<file path="config.mk">
export PLATFORM = sky130hd
export DESIGN_NAME = cdc_pulse_scheduler_flat
export DESIGN_NICKNAME = d
export VERILOG_FILES = /design/src/rtl/cdc_pulse_scheduler_if.sv /design/src/rtl/cdc_pulse_scheduler.sv /design/src/flat_wrapper.sv
export SDC_FILE = /design/constraint.sdc
export NUM_CORES = 1
export LEC_CHECK = 0
export BUFFER_PORTS_ARGS = -buffer_cell sky130_fd_sc_hd__clkbuf_2
export CORE_MARGIN = 5
export CORE_UTILIZATION = 25
export CTS_CLUSTER_SIZE = 8
export DETAILED_ROUTE_END_ITERATION = 8
export HOLD_SLACK_MARGIN = 0.03
export PLACE_DENSITY = 0.51
export SYNTH_ARGS = -nofsm -noshare
export SYNTH_HDL_FRONTEND = slang
export SYNTH_SLANG_ARGS = --single-unit
export TNS_END_PERCENT = 30
</file>
<file path="constraint.sdc">
create_clock -name clk -period 1.9 [get_ports clk]
set_input_delay 0.38 -clock clk [delete_from_list [all_inputs] [get_ports clk]]
set_output_delay 0.38 -clock clk [all_outputs]
set_load 0.03 [all_outputs]
</file>
<file path="src/rtl/cdc_pulse_scheduler_if.sv">
// Requester-side bus of the pulse-crossing scheduler: event inputs, control,
// and the shared crossing line with its status flags.
interface cdc_pulse_scheduler_if #(
   parameter int NUM_REQ = 4,
   parameter int IDX_W   = 2
);
   logic [NUM_REQ-1:0] req;
   logic               enable;
   logic               ovf_clr;
   logic               xfer_pulse;
   logic [IDX_W-1:0]   xfer_id;
   logic [NUM_REQ-1:0] done;
   logic [NUM_REQ-1:0] pending;
   logic [NUM_REQ-1:0] overflow;
   logic               busy;

   modport master (
      output req, enable, ovf_clr,
      input  xfer_pulse, xfer_id, done, pending, overflow, busy
   );

   modport slave (
      input  req, enable, ovf_clr,
      output xfer_pulse, xfer_id, done, pending, overflow, busy
   );
endinterface

</file>
<file path="src/rtl/cdc_pulse_scheduler.sv">
// Round-robin scheduler sharing one slow-to-fast pulse-crossing channel:
// queues one event per requester, stretches each pulse, then enforces a gap.
module cdc_pulse_scheduler #(
   parameter int NUM_REQ     = 4,
   parameter int HOLD_CYCLES = 2,
   parameter int GAP_CYCLES  = 2,
   parameter int CNT_W       = 4
) (
   input  logic                 clk,
   input  logic                 reset_n,
   cdc_pulse_scheduler_if.slave bus
);
   localparam int IDX_W = (NUM_REQ > 1) ? $clog2(NUM_REQ) : 1;

   typedef enum logic [1:0] {ST_IDLE, ST_HOLD, ST_GAP} state_e;

   state_e             state_q, state_d;
   logic [CNT_W-1:0]   cnt_q, cnt_d;
   logic [IDX_W-1:0]   rr_ptr_q, rr_ptr_d;
   logic [IDX_W-1:0]   xfer_id_q, xfer_id_d;
   logic               xfer_pulse_q, xfer_pulse_d;
   logic               busy_q, busy_d;
   logic [NUM_REQ-1:0] done_q, done_d;
   logic [NUM_REQ-1:0] pending_q, pending_d;
   logic [NUM_REQ-1:0] overflow_q, overflow_d;

   logic               found;
   logic [IDX_W-1:0]   winner;
   logic [IDX_W-1:0]   cand;
   logic               grant;
   logic [NUM_REQ-1:0] grant_clr;
   logic [NUM_REQ-1:0] ovf_set;

   // Search starts one past the last winner so every requester gets a turn.
   always_comb begin
      found  = 1'b0;
      winner = '0;
      cand   = '0;
      for (int k = 1; k <= NUM_REQ; k++) begin
         cand = IDX_W'((int'(rr_ptr_q) + k) % NUM_REQ);
         if (!found && pending_q[cand]) begin
            found  = 1'b1;
            winner = cand;
         end
      end
   end

   // NOTE: every signal assigned in this block gets a default first, so no
   // path through the case leaves it unassigned and no latch is inferred.
   always_comb begin
      state_d      = state_q;
      cnt_d        = cnt_q;
      rr_ptr_d     = rr_ptr_q;
      xfer_id_d    = xfer_id_q;
      xfer_pulse_d = xfer_pulse_q;
      done_d       = '0;
      grant        = 1'b0;
      grant_clr    = '0;

      unique case (state_q)
         ST_IDLE: begin
            if (bus.enable && found) begin
               grant             = 1'b1;
               grant_clr[winner] = 1'b1;
               state_d           = ST_HOLD;
               xfer_pulse_d      = 1'b1;
               xfer_id_d         = winner;
               rr_ptr_d          = winner;
               cnt_d             = CNT_W'(HOLD_CYCLES - 1);
            end
         end
         ST_HOLD: begin
            if (cnt_q == '0) begin
               state_d           = ST_GAP;
               xfer_pulse_d      = 1'b0;
               done_d[xfer_id_q] = 1'b1;
               cnt_d             = CNT_W'(GAP_CYCLES - 1);
            end else begin
               cnt_d = cnt_q - CNT_W'(1);
            end
         end
         ST_GAP: begin
            if (cnt_q == '0) begin
               state_d = ST_IDLE;
            end else begin
               cnt_d = cnt_q - CNT_W'(1);
            end
         end
         default: state_d = ST_IDLE;
      endcase

      busy_d = (state_d != ST_IDLE);

      // A request landing on its own grant edge re-queues rather than overflowing.
      ovf_set    = bus.req & pending_q & ~grant_clr;
      pending_d  = (pending_q & ~grant_clr) | bus.req;
      overflow_d = bus.ovf_clr ? ovf_set : (overflow_q | ovf_set);
   end

   // NOTE: state registers use non-blocking assignments so every flop samples
   // the pre-edge values computed above, regardless of statement order.
   always_ff @(posedge clk or negedge reset_n) begin
      if (!reset_n) begin
         state_q      <= ST_IDLE;
         cnt_q        <= '0;
         rr_ptr_q     <= IDX_W'(NUM_REQ - 1);
         xfer_id_q    <= '0;
         xfer_pulse_q <= 1'b0;
         busy_q       <= 1'b0;
         done_q       <= '0;
         pending_q    <= '0;
         overflow_q   <= '0;
      end else begin
         state_q      <= state_d;
         cnt_q        <= cnt_d;
         rr_ptr_q     <= rr_ptr_d;
         xfer_id_q    <= xfer_id_d;
         xfer_pulse_q <= xfer_pulse_d;
         busy_q       <= busy_d;
         done_q       <= done_d;
         pending_q    <= pending_d;
         overflow_q   <= overflow_d;
      end
   end

   assign bus.xfer_pulse = xfer_pulse_q;
   assign bus.xfer_id    = xfer_id_q;
   assign bus.done       = done_q;
   assign bus.pending    = pending_q;
   assign bus.overflow   = overflow_q;
   assign bus.busy       = busy_q;
endmodule

</file>
<file path="src/flat_wrapper.sv">
// flat-port wrapper written by rule: the top's interface ports become plain ports
module cdc_pulse_scheduler_flat 
#(
   parameter int NUM_REQ     = 4,
   parameter int HOLD_CYCLES = 2,
   parameter int GAP_CYCLES  = 2,
   parameter int CNT_W       = 4
)
  (clk, reset_n, bus_req, bus_enable, bus_ovf_clr, bus_xfer_pulse, bus_xfer_id, bus_done, bus_pending, bus_overflow, bus_busy);
  cdc_pulse_scheduler_if #(.NUM_REQ(NUM_REQ), .IDX_W(2)) bus_i ();
  input  logic clk;
  input  logic reset_n;
  input wire logic [$bits(bus_i.req)-1:0] bus_req;
  input wire logic [$bits(bus_i.enable)-1:0] bus_enable;
  input wire logic [$bits(bus_i.ovf_clr)-1:0] bus_ovf_clr;
  output wire logic [$bits(bus_i.xfer_pulse)-1:0] bus_xfer_pulse;
  output wire logic [$bits(bus_i.xfer_id)-1:0] bus_xfer_id;
  output wire logic [$bits(bus_i.done)-1:0] bus_done;
  output wire logic [$bits(bus_i.pending)-1:0] bus_pending;
  output wire logic [$bits(bus_i.overflow)-1:0] bus_overflow;
  output wire logic [$bits(bus_i.busy)-1:0] bus_busy;
  assign bus_i.req = bus_req;
  assign bus_i.enable = bus_enable;
  assign bus_i.ovf_clr = bus_ovf_clr;
  assign bus_xfer_pulse = bus_i.xfer_pulse;
  assign bus_xfer_id = bus_i.xfer_id;
  assign bus_done = bus_i.done;
  assign bus_pending = bus_i.pending;
  assign bus_overflow = bus_i.overflow;
  assign bus_busy = bus_i.busy;
  cdc_pulse_scheduler #(.NUM_REQ(NUM_REQ), .HOLD_CYCLES(HOLD_CYCLES), .GAP_CYCLES(GAP_CYCLES), .CNT_W(CNT_W)) u_core (.clk(clk), .reset_n(reset_n), .bus(bus_i));
endmodule
</file>
==> impl_metrics.env, run 1 <==
export IMPL_status="completed"
export IMPL_syn_num_nets=136
export IMPL_clk_pin_slew_ns=0.09
export IMPL_async_flop_share_pct=100
export IMPL_reg2reg_to="u_core.bus.busy"
export IMPL_gp_congestion=0.791
export IMPL_drc=0
export IMPL_routed_wl_um=2680
export IMPL_crit_required_ns=2.05
export IMPL_mostFrequentLayoutCell="clkbuf_2"
export IMPL_htreeDepth=1
export IMPL_finalSetupViolCount=0
export IMPL_grt_start_max_net_pins=25
export IMPL_netlist_area_mm2=0.00124
export IMPL_crit_path_start_kind="flip-flop"
export IMPL_die_area_mm2=0.00649
export IMPL_grt_pass1_wl_um=4600
export IMPL_tightest_slew_ns=0.602
export IMPL_die_h_um=80.5
export IMPL_rsz0062_at_grt="false"
export IMPL_pwr_share_comb_pct=53.9
export IMPL_holdWs_ns=0.0995
export IMPL_cp_max_fo=3
export IMPL_hold_class="in -> async"
export IMPL_coreArea_mm2=0.00479
export IMPL_post_drt_wl_per_cell_um=12.3
export IMPL_fin_worst_skew_ns=0.00436
export IMPL_track_usage_pct=8.96
export IMPL_synth_area_leaders="dfrtp_1 44%, ha_1 6.0%, nor2_1 5.4%"
export IMPL_n_antenna_cell=0
export IMPL_ant_nets=0
export IMPL_cts_tree="built"
export IMPL_power_switching_w=0.00129
export IMPL_grt_overflow=0
export IMPL_p_sw_share_pct=46.9
export IMPL_syn_to_final_growth_pct=22.8
export IMPL_max_slew_margin_pct=59.9
export IMPL_power_share_clock_pct=12.9
export IMPL_ctsRootBufferMaster="clkbuf_8"
export IMPL_ctsLongestPathBuffers=2
export IMPL_cts_buffers=3
export IMPL_drive_gt1_share_pct=30.5
export IMPL_num_vias=976
export IMPL_leakage_nw=0.693
export IMPL_ys_seq_area_share_pct=48.5
export IMPL_pwr_share_seq_pct=33.3
export IMPL_postCtsSetupRepairBufs=0
export IMPL_hold_violations=0
export IMPL_antenna_found_initial=0
export IMPL_final_nets=166
export IMPL_vias_per_cell=4.48
export IMPL_ff2ff_setup_slack_ns=0.12
export IMPL_syn_avg_cell_area_um2=10.2
export IMPL_fp_dieW_um=80.5
export IMPL_dp_cells=214
export IMPL_synth_top_cell_area_share_pct=44.3
export IMPL_synth_main_ff_cell="dfrtp_1"
export IMPL_clkLatencyLatePin_ns=0.27
export IMPL_synthDistinctLibCells=35
export IMPL_synth_top_area_cell="dfrtp_1"
export IMPL_first_pass_iters=4
export IMPL_grt_pass1_vias=1003
export IMPL_r2r_start="u_core.cnt_q[0]"
export IMPL_synth_edff_count=0
export IMPL_ctsHoldBuffers=0
export IMPL_initial_core_util_pct=26.0
export IMPL_synth_warnings=0
export IMPL_powerDensity_mw_per_mm2=1790
export IMPL_period_share_pct=93.4
export IMPL_cp_arrival_ns=1.93
export IMPL_peakVddDrop_uv=771
export IMPL_final_cells=218
export IMPL_io_pins=24
export IMPL_drtIter0Drc=28
export IMPL_internal_power_w=0.00145
export IMPL_path_class="reg -> reg"
export IMPL_period_needed_ns=1.78
export IMPL_ff2ff_path_depth=6
export IMPL_endpoint_kind="flip-flop"
export IMPL_rows=25
export IMPL_clock_sinks=24
export IMPL_synthCells=122
export IMPL_ys_seq_elements=24
export IMPL_final_cell_mix="23 x clkbuf_2, 22 x dfrtp_1, 17 x nor2_1, 10 x a21oi_1, 9 x inv_1"
export IMPL_drv_cap=0
export IMPL_io_buffers=23
export IMPL_cts_repair_resized=0
export IMPL_place_hpwl_um=2080
export IMPL_finalPower_w=0.00274
export IMPL_timing_fmax_mhz=563
export IMPL_fin_tns_setup_ns=0
export IMPL_slew_violations=0
## synth_stat cells, types with 2 or more instances
cell       count
dfrtp_1       22
nor2_1        18
a21oi_1       10
inv_1          9
nand2_1        7
ha_1           6
nor3_1         5
o21ai_0        4
a31oi_1        3
nand2b_1       3
nand3_1        3
o2bb2ai_1      3
a21o_1         2
dfstp_2        2
nand3b_1       2
nor2b_1        2
o21bai_1       2
o22ai_1        2
## registers in the layout (all words and copies together), names as in the netlist
signal	cells
u_core.bus.overflow	4
u_core.state_q	2
u_core.bus.xfer_pulse	1
u_core.bus.xfer_id	2
u_core.bus.pending	4
u_core.rr_ptr_q	2
u_core.bus.done	4
u_core.cnt_q	4
u_core.bus.busy	1
## routing by layer
| metal | share of wire, % | wire length [um] | vias to the layer above | track usage, % |
|---|---|---|---|---|
| met4 | 0.37 | 10 | 0 | 1.18 |
| li1 | - | - | 489 | - |
| met5 | 0 | 0 | - | 0 |
| met3 | 6.8 | 182 | 2 | 3.03 |
| met1 | 45 | 1200 | 466 | 11.5 |
| met2 | 48 | 1290 | 19 | 15.0 |
## power by group through the flow
stage / Clock [W] / Combinational (W) / Sequential (W)
5_1_grt: 0.000390 / 0.00166 / 0.000944
6_report: 0.000352 / 0.00148 / 0.000912
4_1_cts: 0.000369 / 0.00148 / 0.000917
3_5_place_dp: 0 / 0.00147 / 0.000927
3_3_place_gp: 0 / 0.00145 / 0.000923
2_1_floorplan: 0 / 0.000871 / 0.00113
## area by class of cell
cell class	instances	area (um2)
Tap cell	67	83.8
Fill cell	495	3260
Sequential cell	24	603
Multi-Input combinational cell	87	607
Timing Repair Buffer	27	145
Inverter	9	33.8
Clock buffer	4	55.1
## how the worst max path moves through the flow
stage | cells past startpoint | end | slack, ns | start
3_3_place_gp | 6 | u_core.bus.busy | 0.13 | u_core.cnt_q[0]
5_1_grt | 6 | u_core.bus.busy | 0.01 | u_core.cnt_q[0]
4_1_cts | 6 | u_core.bus.busy | 0.1 | u_core.cnt_q[0]
3_5_place_dp | 6 | u_core.bus.busy | 0.11 | u_core.cnt_q[0]
6_report | 6 | u_core.bus.busy | 0.12 | u_core.cnt_q[0]
2_1_floorplan | 6 | u_core.bus.busy | 0.24 | u_core.cnt_q[0]
## cells by family (layout without fill, tap and decap cells)
family / Yosys count / after routing / synth area share [%]
flops: 24 / 24 / 48.5
mux: 1 / 1 / 0.805
simple gates: 44 / 44 / 17.2
compound gates: 36 / 36 / 23.8
fa+ha+maj: 6 / 6 / 6.04
buf+inv: 11 / 40 / 3.62
## per-stage QoR
step / setup WS, ns / util [%] / area (um2)
final: 0.125 / 31.9 / 1530
after global routing: 0.00967 / 31.9 / 1530
after CTS: 0.0964 / 31.7 / 1520
after detailed placement: 0.113 / 30.5 / 1460
after global placement: 0.131 / 30.5 / 1460
after floorplan: 0.241 / - / 1240
## critical path: stages (launching register included)
cell and delay (ns):
dfrtp_1 0.40, inv_1 0.11, ha_1 0.17, or3b_2 0.46, a221oi_2 0.32, a2111oi_4 0.06, o21bai_1 0.16
No activity file was read; power rests on OpenSTA's default activity.
==> inputs of run 2 (changes only) <==
==> constraint.sdc (replaced) <==
create_clock -name clk -period 2 [get_ports clk]
set_input_delay 0.4 -clock clk [delete_from_list [all_inputs] [get_ports clk]]
set_output_delay 0.4 -clock clk [all_outputs]
set_load 0.03 [all_outputs]
==> run 2 against run 1 <==
Effect of this change: maximum frequency down 0.51%; critical path depth unchanged; register-to-register slack better by 0.09 ns; die area unchanged; wire length up 2.6%; first-iteration DRC count up 140%; cell count down 0.46%; critical endpoint unchanged; largest power group unchanged.
==> impl_metrics.env, run 2 (same netlist as run 1, synthesis figures left out) <==
export IMPL_dp_cells=213
export IMPL_rows=25
export IMPL_mostFrequentLayoutCell="clkbuf_2"
export IMPL_period_share_pct=89.2
export IMPL_drtIter0Drc=66
export IMPL_fin_tns_setup_ns=0
export IMPL_grt_pass1_vias=1008
export IMPL_n_antenna_cell=0
export IMPL_cp_max_fo=3
export IMPL_power_share_clock_pct=13.0
export IMPL_num_vias=982
export IMPL_die_h_um=80.5
export IMPL_final_nets=165
export IMPL_first_pass_iters=4
export IMPL_finalSetupViolCount=0
export IMPL_track_usage_pct=9.22
export IMPL_grt_pass1_wl_um=4710
export IMPL_drc=0
export IMPL_clock_sinks=24
export IMPL_gp_congestion=0.777
export IMPL_htreeDepth=1
export IMPL_multiInputGateArea_um2=596
export IMPL_ff2ff_setup_slack_ns=0.22
export IMPL_syn_to_final_growth_pct=21.3
export IMPL_hold_class="in -> async"
export IMPL_antenna_found_initial=0
export IMPL_drive_gt1_share_pct=28.0
export IMPL_regArea_um2=603
export IMPL_fp_dieW_um=80.5
export IMPL_crit_required_ns=2.15
export IMPL_max_slew_margin_pct=59.0
export IMPL_ff2ff_path_depth=6
export IMPL_leakage_nw=0.688
export IMPL_pwr_share_seq_pct=34.1
export IMPL_r2r_start="u_core.cnt_q[0]"
export IMPL_period_needed_ns=1.78
export IMPL_peakVddDrop_uv=614
export IMPL_clk_pin_slew_ns=0.09
export IMPL_cts_tree="built"
export IMPL_io_pins=24
export IMPL_io_buffers=23
export IMPL_final_cell_mix="23 x clkbuf_2, 22 x dfrtp_1, 18 x nor2_1, 10 x a21oi_1, 9 x inv_1"
export IMPL_rsz0062_at_grt="false"
export IMPL_timing_fmax_mhz=560
export IMPL_final_cells=217
export IMPL_cp_arrival_ns=1.93
export IMPL_routed_wl_um=2750
export IMPL_postCtsSetupRepairBufs=0
export IMPL_reg2reg_to="u_core.bus.busy"
export IMPL_powerDensity_mw_per_mm2=1710
export IMPL_die_area_mm2=0.00649
export IMPL_ctsRootBufferMaster="clkbuf_8"
export IMPL_grt_start_max_net_pins=25
export IMPL_cts_buffers=3
export IMPL_drv_cap=0
export IMPL_vias_per_cell=4.53
export IMPL_placed_cell_area_mm2=0.00145
export IMPL_initial_core_util_pct=26.0
export IMPL_post_drt_wl_per_cell_um=12.7
export IMPL_tightest_slew_ns=0.616
export IMPL_endpoint_kind="flip-flop"
export IMPL_p_sw_share_pct=47.5
export IMPL_holdWs_ns=0.123
export IMPL_ant_nets=0
export IMPL_hold_violations=0
export IMPL_fin_worst_skew_ns=0.00722
export IMPL_slew_violations=0
export IMPL_place_hpwl_um=2110
export IMPL_final_cell_area_mm2=0.00151
export IMPL_clkLatencyLatePin_ns=0.27
export IMPL_status="completed"
export IMPL_internal_power_w=0.00136
export IMPL_grt_overflow=0
export IMPL_pwr_share_comb_pct=53.0
export IMPL_ctsLongestPathBuffers=2
export IMPL_coreArea_mm2=0.00479
export IMPL_fill_cells=504
export IMPL_cts_repair_resized=0
export IMPL_power_switching_w=0.00123
export IMPL_ctsHoldBuffers=0
export IMPL_crit_path_start_kind="flip-flop"
export IMPL_path_class="reg -> reg"
-- run 2: cell count changes in the layout (fill, tap and decap cells not counted), sizes merged --
cell,previous run,this run
buf,4,3
-- run 2: critical path, cell delays in order, from the launching register on --
cell and delay [ns]:
dfrtp_1 0.40, inv_1 0.11, ha_1 0.16, or3b_2 0.45
a221oi_2 0.33, a2111oi_4 0.06, o21bai_1 0.16
-- run 2: final cells by class --
type | count | share of cell area, %
Sequential cell | 24 | 40.0
Multi-Input combinational cell | 87 | 39.5
Clock buffer | 4 | 3.65
Tap cell | 67 | 5.56
Timing Repair Buffer | 26 | 9.12
Inverter | 9 | 2.24
-- run 2: how the worst max path moves through the flow --
stage                 startpoint                     end  slack, ns
3_3_place_gp     u_core.cnt_q[0]         u_core.bus.busy       0.23
4_1_cts          u_core.cnt_q[0]         u_core.bus.busy       0.20
6_report         u_core.cnt_q[0]         u_core.bus.busy       0.22
3_5_place_dp     u_core.cnt_q[0]         u_core.bus.busy       0.21
5_1_grt        u_core.state_q[1]  u_core.bus.overflow[1]       0.04
2_1_floorplan    u_core.cnt_q[0]         u_core.bus.busy       0.34
-- run 2: power groups by stage --
stage | clock [W] | combinational, W | sequential (W)
after floorplan | 0 | 0.000827 | 0.00107
after global routing | 0.000366 | 0.00153 | 0.000912
after CTS | 0.000346 | 0.00138 | 0.000885
final | 0.000335 | 0.00137 | 0.000881
after detailed placement | 0 | 0.00138 | 0.000895
after global placement | 0 | 0.00136 | 0.000886
-- run 2: per-stage QoR --
step                worst slack (ns)  util, %  total power (W)
detailed placement             0.212     30.4          0.00227
finish                         0.216     31.5          0.00259
global placement               0.234     30.4          0.00224
CTS                            0.202     31.5          0.00261
global route                  0.0357     31.5          0.00280
floorplan                      0.341        -          0.00190
-- run 2: routing by layer --
metal | up-vias | global-route usage, % | wire length [um]
li1 | 490 | - | -
met5 | - | 0 | 0
met2 | 18 | 15.9 | 1360
met4 | 0 | 1.69 | 16
met3 | 4 | 3.14 | 168
met1 | 470 | 11.2 | 1200
==> inputs of run 3 (changes only) <==
--- a/config.mk
+++ b/config.mk
@@ -6,12 +6,14 @@
 export NUM_CORES = 1
 export LEC_CHECK = 0
 export BUFFER_PORTS_ARGS = -buffer_cell sky130_fd_sc_hd__clkbuf_2
+export CELL_PAD_IN_SITES_DETAIL_PLACEMENT = 1
+export CELL_PAD_IN_SITES_GLOBAL_PLACEMENT = 1
 export CORE_MARGIN = 5
 export CORE_UTILIZATION = 25
 export CTS_CLUSTER_SIZE = 8
 export DETAILED_ROUTE_END_ITERATION = 8
 export HOLD_SLACK_MARGIN = 0.03
-export PLACE_DENSITY = 0.51
+export PLACE_DENSITY = 0.6
 export SYNTH_ARGS = -nofsm -noshare
 export SYNTH_HDL_FRONTEND = slang
 export SYNTH_SLANG_ARGS = --single-unit
==> run 3 against run 2 <==
Effect of this change: cell count decreased by 0.46%; total power grew 4.8%; die area did not move; clock power increased by 33%; hold slack lost 0.0038 ns; combinational power about the same; critical path depth is the same; sequential cell count is the same; critical endpoint unchanged; largest power group unchanged.
==> impl_metrics.env, run 3 (same netlist as run 1, synthesis figures left out) <==
export IMPL_cp_max_fo=3
export IMPL_cts_tree="built"
export IMPL_fin_tns_setup_ns=0
export IMPL_slew_violations=0
export IMPL_io_buffers=23
export IMPL_initial_core_util_pct=26.0
export IMPL_dp_slack_ns=0.172
export IMPL_gp_congestion=0.740
export IMPL_grt_pass1_wl_um=5290
export IMPL_max_slew_margin_pct=57.5
export IMPL_fin_util_pct=31.7
export IMPL_num_vias=1005
export IMPL_post_drt_wl_per_cell_um=14.4
export IMPL_tightest_slew_ns=0.637
export IMPL_routed_wl_um=3120
export IMPL_ctsLongestPathBuffers=2
export IMPL_first_pass_iters=4
export IMPL_grt_overflow=0
export IMPL_track_usage_pct=10.5
export IMPL_drv_cap=0
export IMPL_leakage_nw=0.690
export IMPL_cp_top_family="compound AO/OA/AOI/OAI gates"
export IMPL_hold_class="in -> async"
export IMPL_endpoint_kind="flip-flop"
export IMPL_crit_slowest_cell="or3b_2"
export IMPL_die_h_um=80.5
export IMPL_peakVddDrop_uv=575
export IMPL_antenna_found_initial=0
export IMPL_cts_buffers=3
export IMPL_final_nets=164
export IMPL_rows=25
export IMPL_fp_dieW_um=80.5
export IMPL_postCtsSetupRepairBufs=0
export IMPL_ant_nets=0
export IMPL_clkLatencyLatePin_ns=0.28
export IMPL_fill_cells=569
export IMPL_vias_per_cell=4.65
export IMPL_period_share_pct=90.8
export IMPL_io_pins=24
export IMPL_fin_worst_skew_ns=0.0127
export IMPL_syn_to_final_growth_pct=22.0
export IMPL_powerDensity_mw_per_mm2=1790
export IMPL_period_needed_ns=1.82
export IMPL_mostFrequentLayoutCell="clkbuf_2"
export IMPL_path_buf_inv=1
export IMPL_final_cell_mix="23 x clkbuf_2, 22 x dfrtp_1, 18 x nor2_1, 10 x a21oi_1, 9 x inv_1"
export IMPL_status="completed"
export IMPL_path_class="reg -> reg"
export IMPL_cts_repair_resized=0
export IMPL_hold_violations=0
export IMPL_path_cells="inv_1 > ha_1 > or3b_2 > a221oi_2 > a2111oi_4 > o21bai_1"
export IMPL_htreeDepth=1
export IMPL_crit_path_start_kind="flip-flop"
export IMPL_drc=0
export IMPL_drtIter0Drc=22
export IMPL_drive_gt1_share_pct=27.5
export IMPL_ctsHoldBuffers=0
export IMPL_ctsRootBufferMaster="clkbuf_8"
export IMPL_timing_fmax_mhz=551
export IMPL_grt_start_max_net_pins=25
export IMPL_cp_arrival_ns=1.97
export IMPL_fin_ws_ns=0.184
export IMPL_clk_pin_slew_ns=0.10
export IMPL_coreArea_mm2=0.00479
export IMPL_crit_required_ns=2.16
export IMPL_n_antenna_cell=0
export IMPL_place_hpwl_um=2350
export IMPL_rsz0062_at_grt="false"
export IMPL_max_stage_delay_ns=0.45
export IMPL_grt_pass1_vias=1094
export IMPL_clock_sinks=24
export IMPL_finalSetupViolCount=0
export IMPL_die_area_mm2=0.00649
-- run 3: worst register-to-register path, stage by stage (launching register included) --
cell and delay (ns):
dfrtp_1 0.41, inv_1 0.12, ha_1 0.17, or3b_2 0.45, a221oi_2 0.33, a2111oi_4 0.06
o21bai_1 0.16
-- run 3: final cells by class --
type / count / area, um2 / area share [%]
clock buffer: 3 / 41.3 / 2.72
clock inverter: 1 / 30.0 / 1.98
inverter: 9 / 33.8 / 2.23
multi-input combinational: 87 / 596 / 39.2
sequential: 24 / 603 / 39.7
tap: 67 / 83.8 / 5.52
timing repair buffer: 25 / 130 / 8.57
-- run 3: routing by layer --
| metal | GRT usage [%] | vias up | share of wire (%) |
|---|---|---|---|
| li1 | - | 487 | - |
| met1 | 12.2 | 497 | 43 |
| met2 | 18.4 | 19 | 51 |
| met3 | 3.36 | 2 | 5.5 |
| met4 | 2.70 | 0 | 0.26 |
| met5 | 0 | - | 0 |
-- run 3: worst paths after layout --
kind	from	to	slack [ns]	cells after the start
min in group clk	bus_req[3]	u_core.bus.pending[3]	0.34	2
hold reg to reg	u_core.bus.xfer_pulse	u_core.bus.xfer_pulse	0.51	2
hold / removal	reset_n	u_core.bus.pending[3]	0.12	1
setup / recovery	u_core.cnt_q[0]	u_core.bus.busy	0.18	6
max in group asynchronous	reset_n	u_core.bus.done[0]	1.46	1
setup reg to reg	u_core.cnt_q[0]	u_core.bus.busy	0.18	6
-- run 3: per-stage QoR --
step	area [um2]	hold WS, ns	std cells	total power [W]
detailed placement	1450	0.460	212	0.00230
floorplan	1240	0.104	122	0.00190
CTS	1520	0.147	216	0.00275
global route	1520	0.171	216	0.00293
global placement	1450	0.451	212	0.00224
finish	1520	0.119	216	0.00271
-- run 3: report_power, final --
part | internal (W) | switching, W
sequential | 0.000687 | 0.000196
clock | 0.000268 | 0.000177
combinational | 0.000480 | 0.000901
total | 0.00143 | 0.00127
